$ cat config.mk
export PLATFORM = sky130hd
export DESIGN_NAME = uart_rx
export DESIGN_NICKNAME = d
export VERILOG_FILES = /design/src/rtl/uart_rx.sv
export SDC_FILE = /design/constraint.sdc
export NUM_CORES = 1
export LEC_CHECK = 0
export CAP_MARGIN = 20
export CORE_ASPECT_RATIO = 1.75
export CORE_MARGIN = 1
export CORE_UTILIZATION = 30
export CTS_CLUSTER_DIAMETER = 60
export DETAILED_ROUTE_END_ITERATION = 8
export GPL_TIMING_DRIVEN = 0
export RECOVER_POWER = 100
export SETUP_SLACK_MARGIN = 0.4
export SLEW_MARGIN = 5
export SYNTH_ARGS = -nofsm -noshare
export SYNTH_HDL_FRONTEND = slang
export SYNTH_SLANG_ARGS = --single-unit
$ cat constraint.sdc
create_clock -name clk -period 2.1 [get_ports clk]
set_clock_uncertainty 0.15 [all_clocks]
set_input_delay 0.525 -clock clk [delete_from_list [all_inputs] [get_ports clk]]
set_output_delay 0.525 -clock clk [all_outputs]
set_load 0.03 [all_outputs]
$ cat src/rtl/uart_rx.sv
// uart_rx: 8N1 serial receiver with a 2-flop input synchronizer and mid-bit
// sampling. Each completed byte is held in data/valid until the consumer acks.
// A byte that lands while the previous one is unread sets the sticky overrun
// flag. A bad stop bit pulses frame_err. A held-low line (break) is reported
// once and is not retriggered until the line has been seen idle again.
module uart_rx #(
  parameter int CLK_FREQ = 100_000_000,
  parameter int BAUD     = 9600
) (
  input  logic       clk,
  input  logic       rst,
  input  logic       rx,
  input  logic       ack,
  output logic [7:0] data,
  output logic       valid,
  output logic       overrun,
  output logic       frame_err,
  output logic       busy
);

  localparam int BIT_CYC  = CLK_FREQ / BAUD;
  localparam int HALF_CYC = BIT_CYC / 2;
  localparam int CNT_W    = $clog2(BIT_CYC);

  localparam logic [CNT_W-1:0] CNT_BIT_END  = CNT_W'(BIT_CYC - 1);
  localparam logic [CNT_W-1:0] CNT_HALF_END = CNT_W'(HALF_CYC - 1);
  localparam logic [CNT_W-1:0] CNT_ONE      = CNT_W'(1);

  typedef enum logic [1:0] {IDLE, START, DATA, STOP} state_t;

  state_t           state, state_nx;
  logic [CNT_W-1:0] cnt, cnt_nx;
  logic [2:0]       idx, idx_nx;
  logic [7:0]       shift, shift_nx;
  logic [7:0]       data_nx;
  logic             valid_nx, overrun_nx, frame_err_nx;
  logic             armed, armed_nx;

  // Synchronizer stages: rx_p0 is the metastability catcher, rx_s the clean copy.
  logic             rx_p0, rx_s;
  // primed[1] goes high once both synchronizer flops hold real line samples
  // instead of their reset value, so a line that is low across a reset
  // release is not mistaken for idle.
  logic [1:0]       primed;

  // Two-flop synchronizer for the asynchronous serial input.
  always_ff @(posedge clk) begin
    if (rst) begin
      rx_p0  <= 1'b1;
      rx_s   <= 1'b1;
      primed <= 2'b00;
    end else begin
      rx_p0  <= rx;
      rx_s   <= rx_p0;
      primed <= {primed[0], 1'b1};
    end
  end

  // Next-state logic: frame sequencing, bit sampling and result flags.
  always_comb begin
    state_nx     = state;
    cnt_nx       = cnt;
    idx_nx       = idx;
    shift_nx     = shift;
    armed_nx     = armed;
    data_nx      = data;
    valid_nx     = valid & ~ack;
    overrun_nx   = overrun;
    frame_err_nx = 1'b0;

    case (state)
      IDLE: begin
        if (rx_s) begin
          if (primed[1]) armed_nx = 1'b1;
        end else if (armed) begin
          state_nx = START;
          cnt_nx   = '0;
          armed_nx = 1'b0;
        end
      end

      START: begin
        if (cnt == CNT_HALF_END) begin
          cnt_nx = '0;
          if (!rx_s) begin
            state_nx = DATA;
            idx_nx   = 3'd0;
          end else begin
            // Start bit did not survive to its mid-point: a glitch, drop it.
            state_nx = IDLE;
          end
        end else begin
          cnt_nx = cnt + CNT_ONE;
        end
      end

      DATA: begin
        if (cnt == CNT_BIT_END) begin
          shift_nx[idx] = rx_s;
          cnt_nx        = '0;
          if (idx == 3'd7) state_nx = STOP;
          else             idx_nx   = idx + 3'd1;
        end else begin
          cnt_nx = cnt + CNT_ONE;
        end
      end

      STOP: begin
        if (cnt == CNT_BIT_END) begin
          state_nx = IDLE;
          cnt_nx   = '0;
          if (rx_s) begin
            // New byte wins over a coincident ack; only an unacked byte overruns.
            data_nx  = shift;
            valid_nx = 1'b1;
            if (valid && !ack) overrun_nx = 1'b1;
          end else begin
            frame_err_nx = 1'b1;
          end
        end else begin
          cnt_nx = cnt + CNT_ONE;
        end
      end

      default: state_nx = IDLE;
    endcase
  end

  // State and output registers.
  always_ff @(posedge clk) begin
    if (rst) begin
      state     <= IDLE;
      cnt       <= '0;
      idx       <= 3'd0;
      shift     <= 8'h00;
      armed     <= 1'b0;
      data      <= 8'h00;
      valid     <= 1'b0;
      overrun   <= 1'b0;
      frame_err <= 1'b0;
    end else begin
      state     <= state_nx;
      cnt       <= cnt_nx;
      idx       <= idx_nx;
      shift     <= shift_nx;
      armed     <= armed_nx;
      data      <= data_nx;
      valid     <= valid_nx;
      overrun   <= overrun_nx;
      frame_err <= frame_err_nx;
    end
  end

  assign busy = (state != IDLE);

endmodule

* Word-level counts from Yosys, hierarchy flattened
Cells that the tools add are included.
** Operators by class
- Multiplexer cells :: 28
- Shift-type cells :: 0
- Bitwise gates (word level) :: 4
- Add/sub/neg operators :: 2
- $mul :: 0
- Reduce and logical (&&, ||, !) cells :: 15
- Div/mod/pow operators :: 0
- Magnitude comparators :: 2
- Equal/unequal tests :: 15
** Operators by type and width (count)
- $mux 14 :: 4
- $pmux 14 s3 :: 1
- $ne 2x2->1 const B :: 8
- $add 14x1->14 const B :: 1
- $eq 14x13->1 const B :: 1
- $eq 14x14->1 const B :: 1
- $mux 2 :: 7
- $mux 3 :: 4
- $bwmux 8 :: 1
- $mux 1 :: 8
- $pmux 2 s4 :: 1
- $pmux 3 s2 :: 1
- $reduce_and 2->1 :: 3
- $reduce_and 6->1 :: 1
- $reduce_and 5->1 :: 1
- $eq 2x2->1 const B :: 2
- $lt 3x4->1 const B :: 1
- $reduce_and 4->1 :: 1
- $reduce_bool 2->1 :: 2
- $add 3x1->3 const B :: 1
- $demux 1 s3 :: 1
- $eq 3x3->1 const B :: 1
- $ge 3x1->1 const B :: 1
- $not 1->1 :: 3
- other kinds (9) :: 10
** Storage, ports and cells
- Register bits after elaboration :: 43
- Memory bits (writable) :: 0
- Latch bits :: 0
- Input bits :: 4
- Memory bits (read-only) :: 0
- Memories :: 0
- Output and inout bits :: 12

* Longest topological paths before layout
Gate-level depths: netlist of the first run.
- Depth in word-level cells :: 5
- Gate-level depth with buffers :: 7

* Worst setup path after synthesis of the first run
No wires, ideal clock.
- Path type :: reg-to-reg
- Start :: register cnt[0]
- End :: register shift[3]
- Period minus slack after synthesis :: 1926 ps
- Path buffers :: 0
- Required time :: 1880 ps
- Setup time :: 70 ps
- Cell stages (with the launch flop) :: 7
- Arrival time :: 1705 ps
- Setup slack :: 174 ps
- Cells stage by stage :: dfxtp_1 ha_1 and3_2 nand4_4 or3_4 or3_1 a21oi_1
** Between the ends
- Word-level cells in the longest chain between the ends :: 2
** RTL lines
- start, declared :: RTL line 32 : logic [CNT_W-1:0] cnt, cnt_nx;
- start signal, assigned :: RTL line 143 : cnt <= cnt_nx;
- $eq 14x14->1 :: RTL line 98 : if (cnt == CNT_BIT_END) begin
- $reduce_and 2->1 (no line)
- end signal, assigned :: RTL line 145 : shift <= shift_nx;
- end, declared :: RTL line 34 : logic [7:0] shift, shift_nx;
No other way between the ends.
A chain may end at the register's enable or synchronous reset.

* Final worst setup path of the first run
Same ends and word-level chain as after synthesis.

==> impl_metrics.prom, run 1 <==
# TYPE chip_impl_metric gauge
chip_impl_info{name="critical_path.endpoint_type",value="register"} 1
chip_impl_metric{name="total_routing_resource_utilization_after_global_routing",unit="%"} 14.6
chip_impl_metric{name="p_leak",unit="nW"} 0.896
chip_impl_metric{name="dr_total_vias",unit=""} 1724
chip_impl_metric{name="clock-sinks",unit=""} 43
chip_impl_metric{name="worstPathMaxFanout",unit=""} 6
chip_impl_metric{name="cts_hold_repair.buffers",unit=""} 0
chip_impl_metric{name="synth_simple_gate_area_share",unit="%"} 28.4
chip_impl_metric{name="synth_mux_area_share",unit="%"} 6.13
chip_impl_metric{name="die_span_in_y",unit="um"} 109
chip_impl_metric{name="synthesis.area",unit="sq um"} 1960
chip_impl_metric{name="htree_num_levels",unit=""} 2
chip_impl_metric{name="synth-compound-area-share",unit="%"} 14.0
chip_impl_metric{name="synth_edf_count",unit=""} 0
chip_impl_metric{name="gp_congestion",unit=""} 0.843
chip_impl_metric{name="die_w",unit="um"} 63.1
chip_impl_metric{name="synth-adder-area-share",unit="%"} 1.91
chip_impl_metric{name="min_cycle_time_layout",unit="ns"} 1.95
chip_impl_metric{name="worst_hold_path.num_cells",unit=""} 1
chip_impl_metric{name="worstPathRequired",unit="ns"} 2.18
chip_impl_metric{name="placeableCoreArea",unit="sq um"} 6280
chip_impl_info{name="largest_family_of_logic_cells_by_synthesized_area",value="simple AND/OR/NAND/NOR gates"} 1
chip_impl_metric{name="placementRows",unit=""} 38
chip_impl_metric{name="antenna_violating_nets_post_route",unit=""} 0
chip_impl_metric{name="synth_area_per_cell",unit="sq um"} 8.95
chip_impl_info{name="dominant_cell_type_by_area_after_synthesis",value="sky130_fd_sc_hd__dfxtp_1"} 1
chip_impl_metric{name="route.final.wire_length",unit="um"} 4680
chip_impl_metric{name="netlist.area_leader.share",unit="%"} 43.9
chip_impl_info{name="min-delay-path-class",value="reg -> reg"} 1
chip_impl_metric{name="power.ir.vdd_worst",unit="mV"} 0.401
chip_impl_metric{name="worstMarginPinSlew",unit="ns"} 0.574
chip_impl_metric{name="via_count_of_the_first_global_routing_pass",unit=""} 1698
chip_impl_metric{name="clock_insertion_delay_worst_skew",unit="ns"} 0.30
chip_impl_metric{name="number_of_design_rule_violations_left_by_the_first_detailed_router_iteration",unit=""} 47
chip_impl_info{name="layout_common_cells",value="31 x sky130_fd_sc_hd__dfxtp_1, 24 x sky130_fd_sc_hd__nand2_1, 21 x sky130_fd_sc_hd__nor2_1"} 1
chip_impl_metric{name="place_area",unit="sq um"} 2270
chip_impl_metric{name="grt_remaining_overflow",unit=""} 0
chip_impl_metric{name="routed_via_density",unit=""} 5.00
chip_impl_metric{name="timing.fmax",unit="GHz"} 0.512
chip_impl_metric{name="r2r.worst_path.cells",unit=""} 6
chip_impl_metric{name="postLayoutCoreUtil",unit="%"} 42.4
chip_impl_metric{name="length_of_routed_met3_wiring",unit="um"} 106
chip_impl_metric{name="synth.yosys.warnings",unit=""} 0
chip_impl_metric{name="syn_nets",unit=""} 226
chip_impl_info{name="cell_types_with_the_largest_area_share_after_synthesis",value="sky130_fd_sc_hd__dfxtp_1 44%, sky130_fd_sc_hd__mux2i_1 6.1%, sky130_fd_sc_hd__nand2_1 4.8%, sky130_fd_sc_hd__nor2_1 4.2%, sky130_fd_sc_hd__o21ai_0 3.6%"} 1
chip_impl_info{name="routed.top_layer",value="met4"} 1
chip_impl_info{name="cts_tree",value="yes"} 1
chip_impl_metric{name="critical_path_arrival",unit="ns"} 2.04
chip_impl_metric{name="maxSlewHeadroom",unit="%"} 61.7
chip_impl_metric{name="setup_viol",unit=""} 0
chip_impl_metric{name="placement.io_buffers",unit=""} 15
chip_impl_info{name="timing.critical_path.from_type",value="register"} 1
chip_impl_metric{name="asyncSetResetFlopFracSynth",unit="%"} 0
chip_impl_metric{name="grt_max_degree",unit=""} 16
chip_impl_metric{name="path_clk_slew",unit="ns"} 0.09
chip_impl_metric{name="nets",unit=""} 271
chip_impl_info{name="cts_root_buffer",value="sky130_fd_sc_hd__clkbuf_8"} 1
chip_impl_metric{name="hpwl",unit="um"} 3040
chip_impl_info{name="dominantRegCellSynth",value="sky130_fd_sc_hd__dfxtp_1"} 1
chip_impl_metric{name="power-per-cell-area",unit="nW/um^2"} 719
chip_impl_metric{name="final_cell_area",unit="sq um"} 2660
chip_impl_metric{name="drt-met1-wl",unit="um"} 1880
chip_impl_metric{name="synth.lib_cells_used.distinct",unit=""} 43
chip_impl_metric{name="ctsLongestPathBuffers",unit=""} 2
chip_impl_metric{name="diodes",unit=""} 0
chip_impl_metric{name="drv.max_cap_violation_count",unit=""} 0
chip_impl_metric{name="cts-buffers-inserted",unit=""} 5
chip_impl_metric{name="drive_above_1_share",unit="%"} 32.1
chip_impl_info{name="rsz0062_at_grt",value="yes"} 1
chip_impl_metric{name="drtPass1Iterations",unit=""} 4
chip_impl_metric{name="floorplan.die_area",unit="sq um"} 6880
chip_impl_metric{name="final_routed_wire_length_divided_by_cell_count",unit="um"} 13.6
chip_impl_metric{name="route.met2.wl",unit="um"} 2560
chip_impl_info{name="run_status",value="finished, final reports clean"} 1
chip_impl_metric{name="netlist_instances",unit=""} 219
chip_impl_metric{name="timing_hold_violations_final",unit=""} 0
chip_impl_metric{name="drv_slew",unit=""} 0
chip_impl_metric{name="start_util",unit="%"} 31.2
chip_impl_metric{name="post-route-period-util",unit="%"} 93.1
chip_impl_metric{name="synth_xor_area_share",unit="%"} 2.68
chip_impl_metric{name="sequential_share_of_the_synthesized_area",unit="%"} 43.9
chip_impl_metric{name="drc",unit=""} 0
chip_impl_info{name="layout.cells.most_common",value="sky130_fd_sc_hd__dfxtp_1"} 1
chip_impl_metric{name="growth_of_design_area_from_synthesis_to_finish",unit="%"} 35.8
chip_impl_metric{name="num_io_pins",unit=""} 16
chip_impl_metric{name="synth-seq-cells",unit=""} 43
chip_impl_metric{name="grt_antenna_before_repair",unit=""} 0
chip_impl_metric{name="grt_pass1_wl",unit="um"} 7750
chip_impl_info{name="setup.worst_path.class",value="reg -> reg"} 1
-- where the power goes --
group	total, mW	internal (mW)	switching, mW	leakage [nW]
Combinational	0.398	0.160	0.238	0.482
Sequential	0.849	0.833	0.0157	0.355
Clock	0.667	0.361	0.307	0.0587
-- cell type report --
cell class,instances,area [sq um]
fill,658,3610
multi-input combinational,162,1180
sequential,43,886
timing repair buffer,38,292
tap,80,100
buffer,10,71.3
clock buffer,5,68.8
clock inverter,3,47.5
inverter,4,15.0
-- routing by layer --
layer / track usage, % / vias to the layer above
met4: 8.64 / 0
met2: 27.3 / 29
met1: 15.2 / 808
met5: 0 / -
li1: - / 879
met3: 2.20 / 8
-- worst paths after layout --
check,slack [ns],startpoint,to
worst max-delay path,0.15,cnt[0]$_SDFFE_PP0P_,shift[3]$_SDFFE_PP0P_
worst min-delay path,0.28,rx_p0$_SDFF_PP1_,rx_s$_SDFF_PP1_
worst max register to register,0.15,cnt[0]$_SDFFE_PP0P_,shift[3]$_SDFFE_PP0P_
worst min register to register,0.28,rx_p0$_SDFF_PP1_,rx_s$_SDFF_PP1_
-- logic make-up after synthesis --
family | Yosys count
xor+xnor | 6
buf+inv | 14
fa+ha+maj | 3
compound gates | 44
simple gates | 97
flops | 43
mux | 12
-- state kept, by name, indices dropped and copies added (netlist names), 2 cells and up, named ones only --
| signal | count |
|---|---|
| primed | 2 |
| idx | 3 |
| data | 8 |
| cnt | 14 |
| shift | 8 |
-- through the flow --
step           hold slack, ns  setup TNS [ns]  worst slack [ns]  cells  power (mW)
4_1_cts                 0.285               0             0.118    339        1.88
6_report                0.275               0             0.146    345        1.91
5_1_grt                 0.301               0            0.0536    345        2.01
2_1_floorplan           0.239               0             0.221    219        1.08
3_5_place_dp            0.264           -4.70            -0.241    314        1.17
3_3_place_gp            0.252           -4.16            -0.215    314        1.16
-- critical path: stages, from the launching register on --
cell and delay [ns]:
sky130_fd_sc_hd__dfxtp_1 0.39, sky130_fd_sc_hd__ha_4 0.16, sky130_fd_sc_hd__and3_4 0.21, sky130_fd_sc_hd__nand4_4 0.09
sky130_fd_sc_hd__or3_4 0.43, sky130_fd_sc_hd__or3_4 0.34, sky130_fd_sc_hd__a21oi_2 0.12
-- synthesized netlist by cell type (2+ instances only) --
cell                       instances
sky130_fd_sc_hd__nor2_1           22
sky130_fd_sc_hd__or2_2             3
sky130_fd_sc_hd__dfxtp_1          43
sky130_fd_sc_hd__nand3b_1          5
sky130_fd_sc_hd__nand3_1           6
sky130_fd_sc_hd__o311ai_0          2
sky130_fd_sc_hd__and3_1            2
sky130_fd_sc_hd__and4_1            2
sky130_fd_sc_hd__xor2_1            5
sky130_fd_sc_hd__nor2b_1           4
sky130_fd_sc_hd__or4_1             2
sky130_fd_sc_hd__o41ai_1           2
sky130_fd_sc_hd__clkbuf_1          8
sky130_fd_sc_hd__a31oi_1           6
sky130_fd_sc_hd__nand4_1           5
sky130_fd_sc_hd__ha_1              3
sky130_fd_sc_hd__nand2_1          25
sky130_fd_sc_hd__a21oi_1          10
sky130_fd_sc_hd__and4bb_2          2
sky130_fd_sc_hd__nand2b_1          2
sky130_fd_sc_hd__nor3b_1           4
sky130_fd_sc_hd__inv_1             4
sky130_fd_sc_hd__mux2i_1          12
sky130_fd_sc_hd__o21ai_0          14
sky130_fd_sc_hd__nor3_1            2
sky130_fd_sc_hd__or3_1             5
sky130_fd_sc_hd__a211oi_1          3
-- timing repair --
action	in CTS	in global routing
buffers inserted	16	6
pin swaps	25	17
gates cloned	1	0
setup endpoints to repair	50	49
gates resized for setup	65	35
No activity file was read; power rests on OpenSTA's default activity.
==> run 2: changes to the inputs <==
- CORE_UTILIZATION: 30 -> 57
- PLACE_DENSITY: not set -> 0.78
- RECOVER_POWER: 100 -> not set
- TNS_END_PERCENT: not set -> 1
==> impl_metrics.prom, run 2 (synthesized netlist as in run 1, its figures left out) <==
# TYPE chip_impl_metric gauge
chip_impl_info{name="run_status",value="finished, final reports clean"} 1
chip_impl_metric{name="power.ir.vdd_worst",unit="mV"} 0.733
chip_impl_metric{name="htree_num_levels",unit=""} 2
chip_impl_metric{name="total_routing_resource_utilization_after_global_routing",unit="%"} 29.8
chip_impl_metric{name="finalNonFillerCells",unit=""} 290
chip_impl_metric{name="number_of_flip_flops_in_the_largest_register",unit=""} 14
chip_impl_metric{name="p_leak",unit="nW"} 0.823
chip_impl_metric{name="path_clk_slew",unit="ns"} 0.08
chip_impl_info{name="layout_common_cells",value="36 x sky130_fd_sc_hd__dfxtp_1, 24 x sky130_fd_sc_hd__nand2_1, 21 x sky130_fd_sc_hd__nor2_1"} 1
chip_impl_metric{name="cts-buffers-inserted",unit=""} 5
chip_impl_info{name="regMostFlops",value="cnt"} 1
chip_impl_metric{name="routed_via_density",unit=""} 6.06
chip_impl_info{name="cts_root_buffer",value="sky130_fd_sc_hd__clkbuf_8"} 1
chip_impl_metric{name="critical_path_buf_inv_count",unit=""} 1
chip_impl_metric{name="nets",unit=""} 254
chip_impl_metric{name="placement.io_buffers",unit=""} 15
chip_impl_metric{name="grt_pass1_wl",unit="um"} 7880
chip_impl_metric{name="route.final.wire_length",unit="um"} 4750
chip_impl_metric{name="hpwl",unit="um"} 3340
chip_impl_metric{name="critical_path_arrival",unit="ns"} 1.29
chip_impl_metric{name="num_io_pins",unit=""} 16
chip_impl_metric{name="clock_insertion_delay_worst_skew",unit="ns"} 0.29
chip_impl_metric{name="diodes",unit=""} 0
chip_impl_metric{name="placeableCoreArea",unit="sq um"} 3210
chip_impl_metric{name="timing_hold_violations_final",unit=""} 0
chip_impl_metric{name="worstPathRequired",unit="ns"} 1.42
chip_impl_metric{name="grt_remaining_overflow",unit=""} 0
chip_impl_metric{name="start_util",unit="%"} 61.1
chip_impl_metric{name="fin_ws",unit="ns"} 0.134
chip_impl_metric{name="die_span_in_y",unit="um"} 79.6
chip_impl_metric{name="die_w",unit="um"} 46.3
chip_impl_info{name="critical_path.endpoint_type",value="primary output"} 1
chip_impl_metric{name="floorplan.die_area",unit="sq um"} 3690
chip_impl_metric{name="drtPass1Iterations",unit=""} 6
chip_impl_metric{name="drc",unit=""} 0
chip_impl_metric{name="power-per-cell-area",unit="nW/um^2"} 745
chip_impl_metric{name="ctsLongestPathBuffers",unit=""} 2
chip_impl_info{name="rsz0062_at_grt",value="yes"} 1
chip_impl_info{name="largest_delay_share_family_worst_path",value="buffers and inverters"} 1
chip_impl_metric{name="setup_viol",unit=""} 0
chip_impl_metric{name="drive_above_1_share",unit="%"} 19.4
chip_impl_metric{name="grt_antenna_before_repair",unit=""} 0
chip_impl_metric{name="critical-path-max-stage-delay",unit="ns"} 0.67
chip_impl_metric{name="antenna_violating_nets_post_route",unit=""} 0
chip_impl_metric{name="fin_total_pwr",unit="mW"} 1.79
chip_impl_info{name="timing.critical_path.from_type",value="register"} 1
chip_impl_metric{name="number_of_design_rule_violations_left_by_the_first_detailed_router_iteration",unit=""} 51
chip_impl_metric{name="drv.max_cap_violation_count",unit=""} 0
chip_impl_metric{name="placementRows",unit=""} 27
chip_impl_info{name="worstPathCellList",value="clkdlybuf4s50_1"} 1
chip_impl_metric{name="gp_congestion",unit=""} 0.856
chip_impl_metric{name="maxSlewHeadroom",unit="%"} 56.6
chip_impl_metric{name="dr_total_vias",unit=""} 1758
chip_impl_metric{name="final_routed_wire_length_divided_by_cell_count",unit="um"} 16.4
chip_impl_metric{name="growth_of_design_area_from_synthesis_to_finish",unit="%"} 22.5
chip_impl_info{name="top_regs",value="cnt (14), data (8), shift (8)"} 1
chip_impl_metric{name="worstPathMaxFanout",unit=""} 2
chip_impl_metric{name="final_cell_area",unit="sq um"} 2400
chip_impl_metric{name="placement.setup.worst_slack",unit="ns"} -0.169
chip_impl_metric{name="via_count_of_the_first_global_routing_pass",unit=""} 1785
chip_impl_metric{name="place_area",unit="sq um"} 2190
chip_impl_metric{name="clock-sinks",unit=""} 43
chip_impl_info{name="cpMaxStageDelayCell",value="sky130_fd_sc_hd__clkdlybuf4s50_1"} 1
chip_impl_metric{name="place_inst",unit=""} 277
chip_impl_info{name="setup.worst_path.class",value="reg -> out"} 1
chip_impl_metric{name="grt_max_degree",unit=""} 13
chip_impl_metric{name="tns",unit="ns"} 0
chip_impl_metric{name="worstMarginPinSlew",unit="ns"} 0.650
chip_impl_metric{name="drv_slew",unit=""} 0
chip_impl_metric{name="timing.fmax",unit="GHz"} 0.509
chip_impl_info{name="layout.cells.most_common",value="sky130_fd_sc_hd__dfxtp_1"} 1
chip_impl_metric{name="post-route-period-util",unit="%"} 93.6
chip_impl_info{name="cts_tree",value="yes"} 1
chip_impl_info{name="min-delay-path-class",value="reg -> reg"} 1
chip_impl_metric{name="min_cycle_time_layout",unit="ns"} 1.97
## run 2: layout make-up
class / instances / area [sq um]
fillers: 244 / 807
clock buffers: 6 / 72.6
repair buffers: 21 / 200
inverters: 4 / 15.0
well taps: 43 / 53.8
clock inverters: 1 / 30.0
plain buffers: 10 / 56.3
multi-input cells: 162 / 1100
flip-flops and latches: 43 / 872
## run 2: layer usage
layer  global-route usage, %  wire length, um  part of all wire, %  vias up
met2                    50.6             2610                   55       68
met5                       0                0                    0        -
li1                        -                -                    -      846
met3                    6.56              179                  3.8       29
met4                    24.7              320                  6.7        0
met1                    28.0             1640                   34      815
## run 2: final timing paths
check,to,start,cells after the start,slack (ns)
worst max register to register,cnt[6]$_SDFFE_PP0P_,cnt[13]$_SDFFE_PP0P_,5,0.15
worst max-delay path,data[0],data[0]$_SDFFE_PP0P_,1,0.13
worst min-delay path,rx_s$_SDFF_PP1_,rx_p0$_SDFF_PP1_,1,0.27
worst min register to register,rx_s$_SDFF_PP1_,rx_p0$_SDFF_PP1_,1,0.27
## run 2: report_power, final
group	leakage, nW	switching [mW]	internal [mW]	total (mW)
registers	0.352	0.0154	0.837	0.852
clock network	0.0513	0.266	0.349	0.614
logic	0.420	0.217	0.105	0.322
## run 2: stage by stage
step,hold slack (ns),utilization [%]
2_1_floorplan,0.239,-
3_3_place_gp,0.246,68.4
3_5_place_dp,0.252,68.4
4_1_cts,0.275,74.6
5_1_grt,0.290,74.9
6_report,0.270,74.9
## run 2: what timing repair did
item | in CTS | in global routing
cloned | 1 | 0
setup buffers | 5 | 0
hold buffers | 0 | 0
setup endpoints to repair | 49 | 50
pin swaps | 6 | 2
resized for setup | 21 | 13
==> run 3: changes to the inputs <==
- CORE_UTILIZATION: 57 -> 59
- CTS_BUF_LIST: not set -> sky130_fd_sc_hd__clkbuf_8
- PLACE_DENSITY: 0.78 -> 0.81
==> impl_metrics.prom, run 3 (synthesized netlist as in run 1, its figures left out) <==
# TYPE chip_impl_metric gauge
chip_impl_info{name="run_status",value="finished, final reports clean"} 1
chip_impl_metric{name="diodes",unit=""} 0
chip_impl_metric{name="fin_total_pwr",unit="mW"} 1.82
chip_impl_metric{name="critical_path_arrival",unit="ns"} 1.31
chip_impl_metric{name="path_clk_slew",unit="ns"} 0.09
chip_impl_metric{name="ctsLongestPathBuffers",unit=""} 2
chip_impl_metric{name="placementRows",unit=""} 27
chip_impl_metric{name="grt_pass1_wl",unit="um"} 7740
chip_impl_metric{name="drtPass1Iterations",unit=""} 4
chip_impl_metric{name="clock-sinks",unit=""} 43
chip_impl_metric{name="grt_remaining_overflow",unit=""} 0
chip_impl_metric{name="drive_above_1_share",unit="%"} 21.8
chip_impl_metric{name="tns",unit="ns"} 0
chip_impl_metric{name="timing.fmax",unit="GHz"} 0.503
chip_impl_metric{name="num_io_pins",unit=""} 16
chip_impl_metric{name="worstMarginPinSlew",unit="ns"} 0.607
chip_impl_metric{name="hpwl",unit="um"} 3320
chip_impl_metric{name="postLayoutCoreUtil",unit="%"} 77.9
chip_impl_metric{name="placement.io_buffers",unit=""} 15
chip_impl_metric{name="worstPathMaxFanout",unit=""} 2
chip_impl_info{name="setup.worst_path.class",value="reg -> out"} 1
chip_impl_metric{name="sequential_cell_area",unit="sq um"} 880
chip_impl_metric{name="finalNonFillerCells",unit=""} 291
chip_impl_info{name="layout_common_cells",value="34 x sky130_fd_sc_hd__dfxtp_1, 24 x sky130_fd_sc_hd__nand2_1, 21 x sky130_fd_sc_hd__nor2_1"} 1
chip_impl_metric{name="routed_via_density",unit=""} 5.97
chip_impl_info{name="rsz0062_at_grt",value="yes"} 1
chip_impl_info{name="regMostFlops",value="cnt"} 1
chip_impl_metric{name="placeableCoreArea",unit="sq um"} 3140
chip_impl_metric{name="dr_total_vias",unit=""} 1737
chip_impl_info{name="top_regs",value="cnt (14), data (8), shift (8)"} 1
chip_impl_info{name="worstPathCellList",value="clkdlybuf4s50_1"} 1
chip_impl_metric{name="p_leak",unit="nW"} 0.807
chip_impl_info{name="cts_tree",value="yes"} 1
chip_impl_metric{name="final.fill_count",unit=""} 202
chip_impl_metric{name="route.final.wire_length",unit="um"} 4710
chip_impl_metric{name="min_cycle_time_layout",unit="ns"} 1.99
chip_impl_metric{name="whs",unit="ns"} 0.254
chip_impl_metric{name="total_routing_resource_utilization_after_global_routing",unit="%"} 29.4
chip_impl_metric{name="drv_slew",unit=""} 0
chip_impl_info{name="timing.critical_path.from_type",value="register"} 1
chip_impl_metric{name="worstPathRequired",unit="ns"} 1.42
chip_impl_metric{name="setup_viol",unit=""} 0
chip_impl_metric{name="maxSlewHeadroom",unit="%"} 59.5
chip_impl_metric{name="start_util",unit="%"} 62.4
chip_impl_metric{name="die_w",unit="um"} 45.6
chip_impl_metric{name="fin_ws",unit="ns"} 0.114
chip_impl_metric{name="grt_antenna_before_repair",unit=""} 0
chip_impl_metric{name="htree_num_levels",unit=""} 2
chip_impl_metric{name="clock_insertion_delay_worst_skew",unit="ns"} 0.30
chip_impl_metric{name="timing_hold_violations_final",unit=""} 0
chip_impl_metric{name="grt_max_degree",unit=""} 15
chip_impl_info{name="layout.cells.most_common",value="sky130_fd_sc_hd__dfxtp_1"} 1
chip_impl_metric{name="cts-buffers-inserted",unit=""} 5
chip_impl_metric{name="final_routed_wire_length_divided_by_cell_count",unit="um"} 16.2
chip_impl_metric{name="floorplan.die_area",unit="sq um"} 3570
chip_impl_metric{name="final_cell_area",unit="sq um"} 2450
chip_impl_metric{name="power-per-cell-area",unit="nW/um^2"} 743
chip_impl_metric{name="antenna_violating_nets_post_route",unit=""} 0
chip_impl_metric{name="critical-path-max-stage-delay",unit="ns"} 0.67
chip_impl_metric{name="power.ir.vdd_worst",unit="mV"} 0.751
chip_impl_metric{name="number_of_design_rule_violations_left_by_the_first_detailed_router_iteration",unit=""} 33
chip_impl_info{name="cpMaxStageDelayCell",value="sky130_fd_sc_hd__clkdlybuf4s50_1"} 1
chip_impl_metric{name="post-route-period-util",unit="%"} 94.6
chip_impl_metric{name="number_of_flip_flops_in_the_largest_register",unit=""} 14
chip_impl_metric{name="drc",unit=""} 0
chip_impl_metric{name="growth_of_design_area_from_synthesis_to_finish",unit="%"} 24.8
chip_impl_info{name="largest_delay_share_family_worst_path",value="buffers and inverters"} 1
chip_impl_metric{name="place_inst",unit=""} 277
chip_impl_metric{name="via_count_of_the_first_global_routing_pass",unit=""} 1816
chip_impl_metric{name="critical_path_buf_inv_count",unit=""} 1
chip_impl_metric{name="place_area",unit="sq um"} 2190
chip_impl_info{name="critical_path.endpoint_type",value="primary output"} 1
chip_impl_metric{name="die_span_in_y",unit="um"} 78.3
chip_impl_metric{name="multi_input_area",unit="sq um"} 1130
chip_impl_metric{name="nets",unit=""} 254
chip_impl_metric{name="gp_congestion",unit=""} 0.830
chip_impl_info{name="min-delay-path-class",value="reg -> reg"} 1
chip_impl_metric{name="placement.setup.worst_slack",unit="ns"} -0.159
chip_impl_info{name="cts_root_buffer",value="sky130_fd_sc_hd__clkbuf_8"} 1
chip_impl_metric{name="drv.max_cap_violation_count",unit=""} 0
-- run 3: cell types whose count changed in the layout (fill, tap and decap cells not counted), moves of 2 or more --
cell,change
sky130_fd_sc_hd__dfxtp_4,+2
sky130_fd_sc_hd__clkdlybuf4s50_1,+3
sky130_fd_sc_hd__dfxtp_1,-2
sky130_fd_sc_hd__buf_2,-2
sky130_fd_sc_hd__dlygate4sd2_1,-2
-- run 3: path summary, 6_finish.rpt --
path,end,cells after the start,startpoint,slack [ns]
worst max-delay path,data[5],1,data[5]$_SDFFE_PP0P_,0.11
worst min-delay path,rx_s$_SDFF_PP1_,1,rx_p0$_SDFF_PP1_,0.25
worst max register to register,shift[3]$_SDFFE_PP0P_,6,cnt[5]$_SDFFE_PP0P_,0.12
worst min register to register,rx_s$_SDFF_PP1_,1,rx_p0$_SDFF_PP1_,0.25
-- run 3: repair_timing --
item	CTS	global route
buffers inserted	6	0
hold buffers	0	0
endpoints found under the setup margin	49	50
gates resized for setup	19	17
endpoints found under the hold margin	0	0
pin swaps	3	6
-- run 3: area by class of cell --
cell class / count / area share [%]
Multi-Input combinational cell: 162 / 46.0
Sequential cell: 43 / 36.0
Timing Repair Buffer: 21 / 8.29
Clock buffer: 5 / 2.81
Buffer: 10 / 2.30
Tap cell: 43 / 2.20
Clock inverter: 3 / 1.79
Inverter: 4 / 0.614
-- run 3: power by group --
part           total, mW  internal, mW  leakage (nW)  switching, mW
Combinational      0.318         0.110         0.395          0.208
Clock              0.645         0.354        0.0581          0.291
Sequential         0.855         0.838         0.353         0.0169
-- run 3: layer usage --
metal	GRT usage [%]	wire (um)
met4	17.9	264
met3	5.75	121
met5	0	0
met1	27.2	1650
met2	54.0	2670
-- run 3: worst reg2reg max path, delay by kind of cell (launching register included) --
kind | cells | cell delay, ns
and+or+nand+nor | 4 | 1.20
buffers and inverters | 1 | 0.12
AOI/OAI and AO/OA | 1 | 0.11
DFF | 1 | 0.34
